[src/rtl/pwm_bank.sv]
// Bank of independent PWM channels with shadowed period/duty registers that commit on wrap.
// Optional output polarity control is enabled by defining PWM_BANK_POLARITY_EN.
module pwm_bank #(
  parameter int unsigned N_CH  = 8,
  parameter int unsigned CNT_W = 16,
  localparam int unsigned CH_W = (N_CH > 1) ? $clog2(N_CH) : 1
) (
  input  logic              clk_i,
  input  logic              rst_i,
  input  logic [N_CH-1:0]   en_i,
  input  logic              cfg_valid_i,
  output logic              cfg_ready_o,
  input  logic [CH_W-1:0]   cfg_ch_i,
  input  logic [CNT_W-1:0]  cfg_period_i,
  input  logic [CNT_W-1:0]  cfg_duty_i,
`ifdef PWM_BANK_POLARITY_EN
  input  logic              cfg_pol_i,
`endif
  output logic [N_CH-1:0]   pwm_o,
  output logic [N_CH-1:0]   period_evt_o
);

  typedef enum logic {IDLE, RUN} state_t;

  state_t           state_q      [N_CH];
  state_t           state_d      [N_CH];
  logic [CNT_W-1:0] cnt_q        [N_CH];
  logic [CNT_W-1:0] cnt_d        [N_CH];
  logic [CNT_W-1:0] act_period_q [N_CH];
  logic [CNT_W-1:0] act_period_d [N_CH];
  logic [CNT_W-1:0] act_duty_q   [N_CH];
  logic [CNT_W-1:0] act_duty_d   [N_CH];
  logic [CNT_W-1:0] sh_period_q  [N_CH];
  logic [CNT_W-1:0] sh_period_d  [N_CH];
  logic [CNT_W-1:0] sh_duty_q    [N_CH];
  logic [CNT_W-1:0] sh_duty_d    [N_CH];
`ifdef PWM_BANK_POLARITY_EN
  logic             act_pol_q    [N_CH];
  logic             act_pol_d    [N_CH];
  logic             sh_pol_q     [N_CH];
  logic             sh_pol_d     [N_CH];
`endif
  logic [N_CH-1:0]  pwm_q, pwm_d;
  logic [N_CH-1:0]  evt_q, evt_d;
  logic             accept;

  assign cfg_ready_o  = !rst_i;
  assign accept       = cfg_valid_i && cfg_ready_o;
  assign pwm_o        = pwm_q;
  assign period_evt_o = evt_q;

  always_comb begin
    logic             hit;
    logic             commit;
    logic             running;
    logic             raw;
    logic [CNT_W-1:0] eff_period;
    logic [CNT_W-1:0] eff_duty;
`ifdef PWM_BANK_POLARITY_EN
    logic             eff_pol;
    eff_pol = 1'b0;
`endif
    hit        = 1'b0;
    commit     = 1'b0;
    running    = 1'b0;
    raw        = 1'b0;
    eff_period = '0;
    eff_duty   = '0;
    pwm_d      = '0;
    evt_d      = '0;
    for (int unsigned c = 0; c < N_CH; c++) begin
      state_d[c]      = state_q[c];
      cnt_d[c]        = cnt_q[c];
      act_period_d[c] = act_period_q[c];
      act_duty_d[c]   = act_duty_q[c];

      // A write landing in the same cycle as a commit is forwarded straight into the active set.
      hit             = accept && (32'(cfg_ch_i) == c);
      eff_period      = hit ? cfg_period_i : sh_period_q[c];
      eff_duty        = hit ? cfg_duty_i   : sh_duty_q[c];
      sh_period_d[c]  = eff_period;
      sh_duty_d[c]    = eff_duty;
`ifdef PWM_BANK_POLARITY_EN
      eff_pol         = hit ? cfg_pol_i : sh_pol_q[c];
      sh_pol_d[c]     = eff_pol;
      act_pol_d[c]    = act_pol_q[c];
`endif
      commit          = 1'b0;

      case (state_q[c])
        IDLE: begin
          cnt_d[c] = '0;
          if (en_i[c]) begin
            state_d[c] = RUN;
            commit     = 1'b1;
          end
        end
        RUN: begin
          if (!en_i[c]) begin
            state_d[c] = IDLE;
            cnt_d[c]   = '0;
          end else if (act_period_q[c] == '0) begin
            // Zero period parks the counter but keeps committing so a later write restarts it.
            cnt_d[c] = '0;
            commit   = 1'b1;
          end else if (cnt_q[c] == act_period_q[c] - 1'b1) begin
            cnt_d[c] = '0;
            commit   = 1'b1;
            evt_d[c] = 1'b1;
          end else begin
            cnt_d[c] = cnt_q[c] + 1'b1;
          end
        end
        default: state_d[c] = IDLE;
      endcase

      if (commit) begin
        act_period_d[c] = eff_period;
        act_duty_d[c]   = eff_duty;
`ifdef PWM_BANK_POLARITY_EN
        act_pol_d[c]    = eff_pol;
`endif
      end

      running = (state_q[c] == RUN) && en_i[c];
      raw     = running && (act_period_q[c] != '0) && (cnt_q[c] < act_duty_q[c]);
`ifdef PWM_BANK_POLARITY_EN
      pwm_d[c] = running ? (raw ^ act_pol_q[c]) : act_pol_d[c];
`else
      pwm_d[c] = raw;
`endif
    end
  end

  always_ff @(posedge clk_i) begin
    if (rst_i) begin
      for (int unsigned c = 0; c < N_CH; c++) begin
        state_q[c]      <= IDLE;
        cnt_q[c]        <= '0;
        act_period_q[c] <= '0;
        act_duty_q[c]   <= '0;
        sh_period_q[c]  <= '0;
        sh_duty_q[c]    <= '0;
`ifdef PWM_BANK_POLARITY_EN
        act_pol_q[c]    <= 1'b0;
        sh_pol_q[c]     <= 1'b0;
`endif
      end
      pwm_q <= '0;
      evt_q <= '0;
    end else begin
      state_q      <= state_d;
      cnt_q        <= cnt_d;
      act_period_q <= act_period_d;
      act_duty_q   <= act_duty_d;
      sh_period_q  <= sh_period_d;
      sh_duty_q    <= sh_duty_d;
`ifdef PWM_BANK_POLARITY_EN
      act_pol_q    <= act_pol_d;
      sh_pol_q     <= sh_pol_d;
`endif
      pwm_q <= pwm_d;
      evt_q <= evt_d;
    end
  end

endmodule

[config.mk]
export PLATFORM = sky130hd
export DESIGN_NAME = pwm_bank
export DESIGN_NICKNAME = d
export VERILOG_FILES = /design/src/rtl/pwm_bank.sv
export SDC_FILE = /design/constraint.sdc
export NUM_CORES = 1
export LEC_CHECK = 0
export BUFFER_PORTS_ARGS = -buffer_cell sky130_fd_sc_hd__buf_2
export CORE_MARGIN = 4
export CORE_UTILIZATION = 45
export DETAILED_ROUTE_END_ITERATION = 7
export MAX_ROUTING_LAYER = met4
export SYNTH_ARGS = -nofsm -noshare
export SYNTH_HDL_FRONTEND = slang
export SYNTH_SLANG_ARGS = --single-unit
[constraint.sdc]
create_clock -name clk_i -period 3.6 [get_ports clk_i]
set_input_delay 0.18 -clock clk_i [delete_from_list [all_inputs] [get_ports clk_i]]
set_output_delay 0.18 -clock clk_i [all_outputs]
set_load 0.01 [all_outputs]
Yosys cells after proc, flatten, opt, wreduce, memory -nomap -nowiden
Cells that the tools add are included.

cells by class
  bitwise gates (word level) = 16
  equal/unequal tests = 15
  multiplexer cells = 88
  magnitude comparators = 8
  add/subtract/negate cells = 16
  reduce and logical (&&, ||, !) cells = 59

operators with widths
  cell                                                                   count
  16-bit two-way mux                                                     40
  16-bit case mux with 2 select lines                                    8
  16-bit by 1-bit adder with 16-bit output (second input constant)       8
  16-bit == test                                                         8
  16-bit zero test                                                       8
  16-bit less-than comparator                                            8
  16-bit nonzero test                                                    8
  16-bit by 1-bit subtractor with 16-bit output (second input constant)  8
  1-bit logical AND                                                      33
  1-bit two-way mux                                                      32
  4-bit OR reduction                                                     8
  1-bit inverter                                                         16
  1-bit case mux with 2 select lines                                     8
  3-bit == test (second input constant)                                  4
  3-bit by 2-bit == test with 1-bit output (second input constant)       2
  3-bit by 1-bit == test with 1-bit output (second input constant)       1
  3-bit zero test                                                        1
  1-bit zero test                                                        1

storage, ports and cells
  output and inout bits = 17
  register bits after elaboration = 664
  input bits = 46

Logic depth before layout (Yosys ltp)
Gate-level depths: netlist of run 1.

  depth in word-level cells = 6
  gate-level depth with buffers = 12
  mapped depth without buffers = 10

Worst setup path after synthesis of run 1
OpenSTA, ideal clock, no wires.

  path type = register to register
  from = reg act_period_q[48] (netlist bit)
  to = reg cnt_q[55] (netlist bit)
  data arrival time = 3.027 ns
  setup slack = 0.445 ns
  cell stages (with the launch flop) = 13
  setup time = 0.128 ns
  required time = 3.472 ns
  path buffers = 2
  cells stage by stage = dfxtp_1 -> inv_1 -> ha_1 -> nor3b_1 -> nand2_1 -> xnor2_1 -> or4b_2 -> a22oi_1 -> and4bb_1 -> or2_2 -> clkbuf_1 -> clkbuf_1 -> nor2_1

on the way
  word-level cells in the longest chain between the ends = 6
  elaborated cells between the ends (all ways) = 7
  classes of those cells = 1 x add/sub; 1 x eq/ne; 4 x mux; 1 x reduce/logical

ends and longest elaborated chain
  what                                           RTL line  RTL
  start: declaration                             29        logic [CNT_W-1:0] act_period_q [N_CH];
  start signal: assignment                       154       act_period_q <= act_period_d;
  16-bit by 1-bit subtractor with 16-bit output  106       end else if (cnt_q[c] == act_period_q[c] - 1'b1) begin
  16-bit == test                                 106
  16-bit two-way mux                             106
  16-bit two-way mux (*)                         102       end else if (act_period_q[c] == '0) begin
  16-bit two-way mux (*)                         99        if (!en_i[c]) begin
  16-bit case mux with 2 select lines (*)        90        case (state_q[c])
  end signal: assignment                         153       cnt_q <= cnt_d;
  end: declaration                               27        logic [CNT_W-1:0] cnt_q [N_CH];

Every way passes the cells marked *; elsewhere a longest branch is shown, timed or not.
A chain may end at the register's enable or synchronous reset.

Final worst setup path of run 1
  from = reg act_period_q[64] (netlist bit)
  to = reg act_duty_q[64] (netlist bit)

on the way
  word-level cells in the longest chain between the ends = 6
  elaborated cells between the ends (all ways) = 7
  classes of those cells = 1 x add/sub; 1 x eq/ne; 4 x mux; 1 x reduce/logical

ends and longest elaborated chain
  what                                           RTL line  RTL
  16-bit by 1-bit subtractor with 16-bit output  106
  16-bit == test                                 106
  1-bit two-way mux                              106
  1-bit two-way mux (*)                          102
  1-bit two-way mux (*)                          99
  1-bit case mux with 2 select lines (*)         90
  end signal: assignment                         155       act_duty_q <= act_duty_d;
  end: declaration                               31        logic [CNT_W-1:0] act_duty_q [N_CH];

Marks and branches as above.

==> flow_summary.ini, run 1 <==
[detailed_routing]
drt-pass1-iter-count = 5
dr.first_iter.drc_count = 1857
dr.max_layer_used = met4
drt-wirelength-per-cell_microns = 18.0
antenna_left = 0
wl_met2_microns = 37600
viasPerCell = 5.29
wl_met1_microns = 39400
via_count = 24500
wl_microns = 83100
post-route-drc-count = 0
wl_met3_microns = 4340

[timing]
slew_headroom_pct = 41.3
final-hold-violation-count = 0
setup_viol = 0
grt_setup_unrepaired = no
min_period_over_period_pct = 93.0
slew_violations = 0
max_freq_mhz = 299
worstMarginPinSlew_ns = 0.881
clock_skew_ns = 0.0270
min_period_ns = 3.35
tns_ns = 0

[logic_synthesis]
synth_edf_count = 0
syn_avg_cell_area_sq_um = 8.62
syn_nets = 3829
synth.cell_area_sq_mm = 0.0314
synthCells = 3647
ys_top_cells_by_area = dfxtp_1, nand2_1, mux2_2, ha_1, a21oi_1
synth_cell_types = 86
ys_ff_latch = 664
synth.yosys.seq_area_share_pct = 42.3
synth_top_cell_area_share_pct = 42.3
ys.warnings.count = 0
ys_async_sr_fraction_pct = 0
yosysTopAreaCell = dfxtp_1
synthFlopType = dfxtp_1

[floorplanning]
dieArea_sq_mm = 0.0742
fp.dieH_microns = 272
core.rowCount = 96
core_sq_mm = 0.0689
die_x_microns = 272
start_util_pct = 45.6
ios = 63

[clock_tree]
clock-sinks = 664
clk_latency_ns = 0.62
htree_levels = 3
cts_made_buffers = 72
root_buffer = clkbuf_16
tritoncts = built
clk_pin_slew_ns = 0.06
clk_path_buf_depth = 3

[placement]
place_congestion = 0.864
placed_cell_area_sq_mm = 0.0326
hpwl_microns = 54300
port-buffer-count = 62

[critical_path]
critPathLaunchType = register
path_max_fanout = 26
criticalPathCategory = reg2reg
end_kind = register
arrival_ns = 3.84
crit_required_ns = 4.09

[cells_and_area]
final_cell_area_sq_mm = 0.0352
layout_commonest_cell = dfxtp_1
drive_above_1_share_pct = 12.7
layout_common_cells = dfxtp_1, nand2_1, nor2_1
syn_to_final_growth_pct = 11.9
nets = 3817

[job]
drv_cap = 0

[grt]
antenna_found_initial = 6
grt_pass1_wl_microns = 130000
grt_usage_pct = 22.6
grt_max_degree = 155
grt_overflow = 0
grt_pass1_vias = 22900

[outcome]
status = finished clean

[power]
powerDensity_mw_per_mm2 = 454
ir_drop_uv = 351
leakage_nw = 13.5

[min_path]
hp-class = in2reg
==> cell usage after synthesis (all sizes together), types with 12 or more instances <==
cell	number
xnor2	145
and3	45
nor2b	110
mux2	193
nand2b	23
nand2	598
a211oi	21
o21ai	43
a21oi	291
a31oi	12
or3	13
inv	167
nand4	54
a22o	33
nor3b	12
nor4	27
xor2	121
nand3	78
or4	17
a21o	54
dfxtp	664
nor2	317
clkbuf	187
buf	26
or2	12
nor3	65
ha	136
a221o	32
==> routing by layer <==
layer	global-route usage [%]	up-vias
met4	5.88	0
met1	31.4	11500
met2	35.1	540
li1	-	12300
met5	-	-
met3	2.79	111
==> kinds of logic after synthesis <==
kind of cell	count (synthesis)	synth area share, %
simple gates	1418	20.9
buf+inv	381	4.88
flops	664	42.3
compound gates	582	11.9
mux	200	7.15
fa+ha+maj	136	5.41
xor+xnor	266	7.41
==> area by class of cell <==
type / instances / area [sq um]
clock buffer: 116 / 2280
tap: 931 / 1160
fill: 6592 / 33800
inverter: 168 / 631
clock inverter: 18 / 178
multi-input combinational: 2602 / 16700
sequential: 664 / 13300
antenna: 2 / 5.00
timing repair buffer: 127 / 906
==> sequential cells by signal, summed over array words and instances, names as in the netlist <==
signal	flops
act_duty_q	128
act_period_q	128
cnt_q	128
sh_duty_q	128
sh_period_q	128
period_evt_o	8
pwm_o	8
state_q	8
==> path summary, 6_finish.rpt <==
check,slack (ns),end,depth (start not counted),startpoint
setup / recovery,0.25,act_duty_q[64],11,act_period_q[64]
hold / removal,0.004,sh_duty_q[63],2,rst_i
setup reg to reg,0.25,act_duty_q[64],11,act_period_q[64]
hold reg to reg,0.45,sh_duty_q[10],2,sh_duty_q[10]
==> metrics by stage <==
step | setup WS, ns | std cells | util, % | power, mW | hold WS, ns
4_1_cts | 0.258 | 4626 | 51.0 | 16.1 | 0.00111
6_report | 0.251 | 4628 | 51.0 | 16.0 | 0.00433
3_3_place_gp | 0.286 | 4483 | 47.3 | 8.51 | 0.446
3_5_place_dp | 0.270 | 4483 | 47.3 | 8.51 | 0.451
2_1_floorplan | 0.445 | 3647 | - | 8.21 | 0.263
5_1_grt | 0.0359 | 4628 | 51.0 | 16.5 | 0.0308
==> report_power, final <==
part	leakage (nW)	switching, mW	internal, mW
Clock	1.22	3.04	4.56
Sequential	5.36	0.0399	7.42
Combinational	6.96	0.599	0.310
Total	13.5	3.68	12.3
==> repair_timing <==
action | 4_1_cts | 5_1_grt
endpoints found under the setup margin | 0 | 19
endpoints found under the hold margin | 11 | 0
buffers inserted | 0 | 0
hold buffers | 9 | 0
resized for setup | 0 | 2
==> critical path: stages, from the launching register on <==
cell and delay [ns]:
dfxtp_1 0.34, inv_1 0.09, ha_1 0.17, or4b_1 0.50
or3_1 0.39, or3_1 0.34, xnor2_1 0.14, nand4_1 0.18
a2111oi_4 0.39, o21ai_4 0.16, buf_12 0.21, mux2_1 0.31
Power figures use the tool's default switching activity.
==> run 2: changes to the inputs <==
==> constraint.sdc (replaced) <==
create_clock -name clk_i -period 3.6 [get_ports clk_i]
set_input_delay 0.54 -clock clk_i [delete_from_list [all_inputs] [get_ports clk_i]]
set_output_delay 0.54 -clock clk_i [all_outputs]
set_load 0.01 [all_outputs]
==> flow_summary.ini, run 2 (synthesized netlist as in run 1, its figures left out) <==
[outcome]
status = finished clean

[placement]
place_ws_ns = 0.253
place_congestion = 0.890
port-buffer-count = 62
hpwl_microns = 54200
placed_cell_area_sq_mm = 0.0326

[timing]
min_period_over_period_pct = 94.6
setup_ws_ns = 0.195
clock_skew_ns = 0.0219
final-hold-violation-count = 0
slew_headroom_pct = 31.5
grt_setup_unrepaired = no
slew_violations = 0
setup_viol = 0
min_period_ns = 3.40
worstMarginPinSlew_ns = 1.02
max_freq_mhz = 294
tns_ns = 0

[critical_path]
path_max_fanout = 31
critPathMaxStageDelay_ns = 0.53
end_kind = register
cp_slowest_cell = or4b_1
arrival_ns = 3.89
critPathLaunchType = register
criticalPathCategory = reg2reg
crit_required_ns = 4.09
worstPathCellList = inv_1, ha_1, or4b_1, or3_1, or3_1, xnor2_1, nand4_1, a2111oi_2, o21ai_2, buf_12, mux2_1
cp_common_cell = or3_1
r2r.worst_path.cells = 11

[grt]
grt_pass1_vias = 22700
grt_overflow = 0
grt_pass1_wl_microns = 130000
antenna_found_initial = 4
grt_max_degree = 154
grt_usage_pct = 22.6

[cells_and_area]
layout_common_cells = dfxtp_1, nand2_1, nor2_1
drive_above_1_share_pct = 12.7
final_cell_area_sq_mm = 0.0350
fillers = 6702
nets = 3803
layout_commonest_cell = dfxtp_1
syn_to_final_growth_pct = 11.1

[detailed_routing]
drt-wirelength-per-cell_microns = 18.0
via_count = 24500
viasPerCell = 5.31
antenna_left = 0
drt-pass1-iter-count = 7
dr.first_iter.drc_count = 1837
wl_microns = 82700
post-route-drc-count = 0

[floorplanning]
die_x_microns = 272
core_sq_mm = 0.0689
ios = 63
dieArea_sq_mm = 0.0742
core.rowCount = 96
start_util_pct = 45.6
fp.dieH_microns = 272

[power]
power_mw = 15.7
powerDensity_mw_per_mm2 = 450
power_frac_comb_pct = 5.7
seq_power_share_pct = 47.4
cellInternalPower_mw = 12.0
power.switching_mw = 3.68
switching_share_pct = 23.4
ir_drop_uv = 370
leakage_nw = 13.4
pwr-share-clk_pct = 46.9

[clock_tree]
post_cts_buffers = 0
cts_resized = 0
cts_hold_buffers = 0
clk_latency_ns = 0.62
cts_made_buffers = 71
htree_levels = 3
clk_path_buf_depth = 3
tritoncts = built
clock-sinks = 664
root_buffer = clkbuf_16
clk_pin_slew_ns = 0.06

[min_path]
hold_path_depth = 2
hp-class = in2reg

[job]
drv_cap = 0
==> run 2: through the flow <==
stage | instances | util [%] | hold slack [ns]
after global placement | 4479 | 47.3 | 0.447
after CTS | 4605 | 50.7 | 0.200
after detailed placement | 4479 | 47.3 | 0.449
final | 4607 | 50.7 | 0.223
after floorplan | 3647 | - | 0.434
after global routing | 4607 | 50.7 | 0.223
==> run 2: per-layer routing <==
layer,GRT usage (%),wire (microns),up-vias
li1,-,-,12300
met1,31.2,38900,11500
met2,34.9,37200,583
met3,3.20,4950,112
met4,5.85,1720,0
met5,-,0,-
==> run 2: power by group through the flow <==
| stage | Clock (mW) | Combinational (mW) | Sequential [mW] |
|---|---|---|---|
| floorplan | 0 | 0.601 | 7.61 |
| global placement | 0 | 0.889 | 7.62 |
| detailed placement | 0 | 0.892 | 7.62 |
| CTS | 7.56 | 0.896 | 7.46 |
| global route | 7.86 | 0.967 | 7.46 |
| finish | 7.37 | 0.898 | 7.46 |
==> run 2: final timing paths <==
kind | startpoint | to | slack, ns
worst max-delay path | act_period_q[64] | act_period_q[77] | 0.20
worst min-delay path | en_i[7] | state_q[0] | 0.22
worst max register to register | act_period_q[64] | act_period_q[77] | 0.20
worst min register to register | sh_period_q[91] | sh_period_q[91] | 0.45
==> run 2: layout make-up <==
cell class	instances	area (sq um)	share of cell area, %
repair buffers	114	798	2.28
clock buffers	98	2030	5.80
clock inverters	28	322	0.920
multi-input cells	2602	16700	47.8
flip-flops and latches	664	13300	38.0
well taps	931	1160	3.33
inverters	168	631	1.80
diodes	2	5.00	0.0143
==> run 2: critical path: cells and delay by family (launching register included) <==
family | cells | cell delay [ns]
buf+inv | 2 | 0.28
xor+xnor | 1 | 0.17
fa+ha+maj | 1 | 0.27
simple gates | 4 | 1.42
compound gates | 2 | 0.48
flops | 1 | 0.35
mux | 1 | 0.31
==> run 3: changes to the inputs <==
--- a/config.mk
+++ b/config.mk
@@ -10,6 +10,7 @@
 export CORE_UTILIZATION = 45
 export DETAILED_ROUTE_END_ITERATION = 7
 export MAX_ROUTING_LAYER = met4
+export REMOVE_ABC_BUFFERS = 1
 export SYNTH_ARGS = -nofsm -noshare
 export SYNTH_HDL_FRONTEND = slang
 export SYNTH_SLANG_ARGS = --single-unit
==> flow_summary.ini, run 3 (synthesized netlist as in run 1, its figures left out) <==
[detailed_routing]
drt-wirelength-per-cell_microns = 17.8
antenna_left = 0
drt-pass1-iter-count = 5
via_count = 24500
dr.first_iter.drc_count = 1689
post-route-drc-count = 0
wl_microns = 82300
viasPerCell = 5.30

[placement]
place_congestion = 0.851
hpwl_microns = 53300
port-buffer-count = 62
place_ws_ns = 0.185
place_inst = 4481

[critical_path]
end_kind = register
path_buf_inv = 2
startpoint = act_period_q[64]
arrival_ns = 3.88
path_max_fanout = 32
critPathLaunchType = register
crit_family = simple AND/OR/NAND/NOR gates
r2r.worst_path.cells = 11
worstPathCellList = inv_1, ha_2, or4b_1, or3_1, or3_1, xnor2_1, nand4_1, a2111oi_2, o21ai_2, buf_4, mux2_1
cp_common_cell = or3_1
critPathMaxStageDelay_ns = 0.51
cp_slowest_cell = or4b_1
reg2reg_to = act_duty_q[64]
r2r-start = act_period_q[64]
crit_required_ns = 4.10
reg2reg_slack_ns = 0.22
criticalPathCategory = reg2reg

[cells_and_area]
nets = 3809
syn_to_final_growth_pct = 12.0
layout_commonest_cell = dfxtp_1
layout_common_cells = dfxtp_1, nand2_1, nor2_1
finalNonFillerCells = 4621
drive_above_1_share_pct = 12.9

[outcome]
status = finished clean

[floorplanning]
ios = 63
core_sq_mm = 0.0689
fp.dieH_microns = 272
start_util_pct = 45.6
core.rowCount = 96
dieArea_sq_mm = 0.0742
die_x_microns = 272

[power]
powerDensity_mw_per_mm2 = 464
leakage_nw = 13.6
power_mw = 16.3
ir_drop_uv = 294

[min_path]
holdPathEnd = state_q[3]
hp-class = in2reg
min_from = en_i[4]
hold_path_depth = 2

[timing]
clock_skew_ns = 0.0163
final-hold-violation-count = 0
slew_violations = 0
worstMarginPinSlew_ns = 1.25
min_period_over_period_pct = 93.8
max_freq_mhz = 296
min_period_ns = 3.38
setup_viol = 0
slew_headroom_pct = 16.8
setup_ws_ns = 0.225
grt_setup_unrepaired = no

[grt]
use_met2_pct = 35.3
top_usage_layer = met2
antenna_found_initial = 11
grt_pass1_wl_microns = 130000
grt_max_degree = 121
grt_usage_pct = 22.5
met1_usage_pct = 29.9
grt_overflow = 0
use_met3_pct = 3.35
grt_pass1_vias = 23000

[clock_tree]
clock-sinks = 664
clk_latency_ns = 0.62
cts_made_buffers = 75
tritoncts = built
htree_levels = 3
root_buffer = clkbuf_16
clk_pin_slew_ns = 0.06
clk_path_buf_depth = 3

[job]
drv_cap = 0
==> run 3: final cells by class <==
class                           count  area [sq um]
Fill cell                        6596         33700
Multi-Input combinational cell   2602         16700
Sequential cell                   664         13300
Clock buffer                      112          2280
Tap cell                          931          1160
Timing Repair Buffer              116           776
Inverter                          168           631
Clock inverter                     24           338
Antenna cell                        4          10.0
==> run 3: worst max path at each step <==
stage	endpoint	slack, ns	cells after the start
2_1_floorplan	act_duty_q[47]	-0.55	8
3_3_place_gp	act_duty_q[64]	0.24	11
3_5_place_dp	act_period_q[77]	0.18	11
4_1_cts	act_period_q[77]	0.16	11
5_1_grt	act_period_q[77]	0.004	11
6_report	act_duty_q[64]	0.22	11
==> run 3: report_power, final <==
part / internal (mW) / total (mW) / switching, mW
Clock: 4.89 / 7.98 / 3.09
Combinational: 0.304 / 0.897 / 0.593
Sequential: 7.42 / 7.46 / 0.0402
==> run 3: worst register-to-register path: stages (launching register included) <==
cell	delay (ns)
dfxtp_1	0.35
inv_1	0.09
ha_2	0.23
or4b_1	0.51
or3_1	0.39
or3_1	0.34
xnor2_1	0.15
nand4_1	0.15
a2111oi_2	0.34
o21ai_2	0.08
buf_4	0.26
mux2_1	0.38
==> run 3: stage by stage <==
stage               hold WS, ns  area [sq um]  utilization (%)  setup TNS (ns)
finish                    0.236         35200             51.1               0
global route              0.207         35200             51.1               0
CTS                       0.195         35200             51.0               0
detailed placement        0.449         32600             47.2               0
global placement          0.445         32600             47.2               0
floorplan                 0.427         30500                -          -54.18
==> run 3: what timing repair did <==
item	CTS	global route
setup buffers	0	0
hold buffers	0	0
setup endpoints to repair	0	13
gates resized for setup	0	1
==> run 3: per-layer routing <==
layer,vias up,wire (microns)
met5,-,0
met4,0,2880
met3,156,3590
met2,422,37000
met1,11600,38800
li1,12300,-
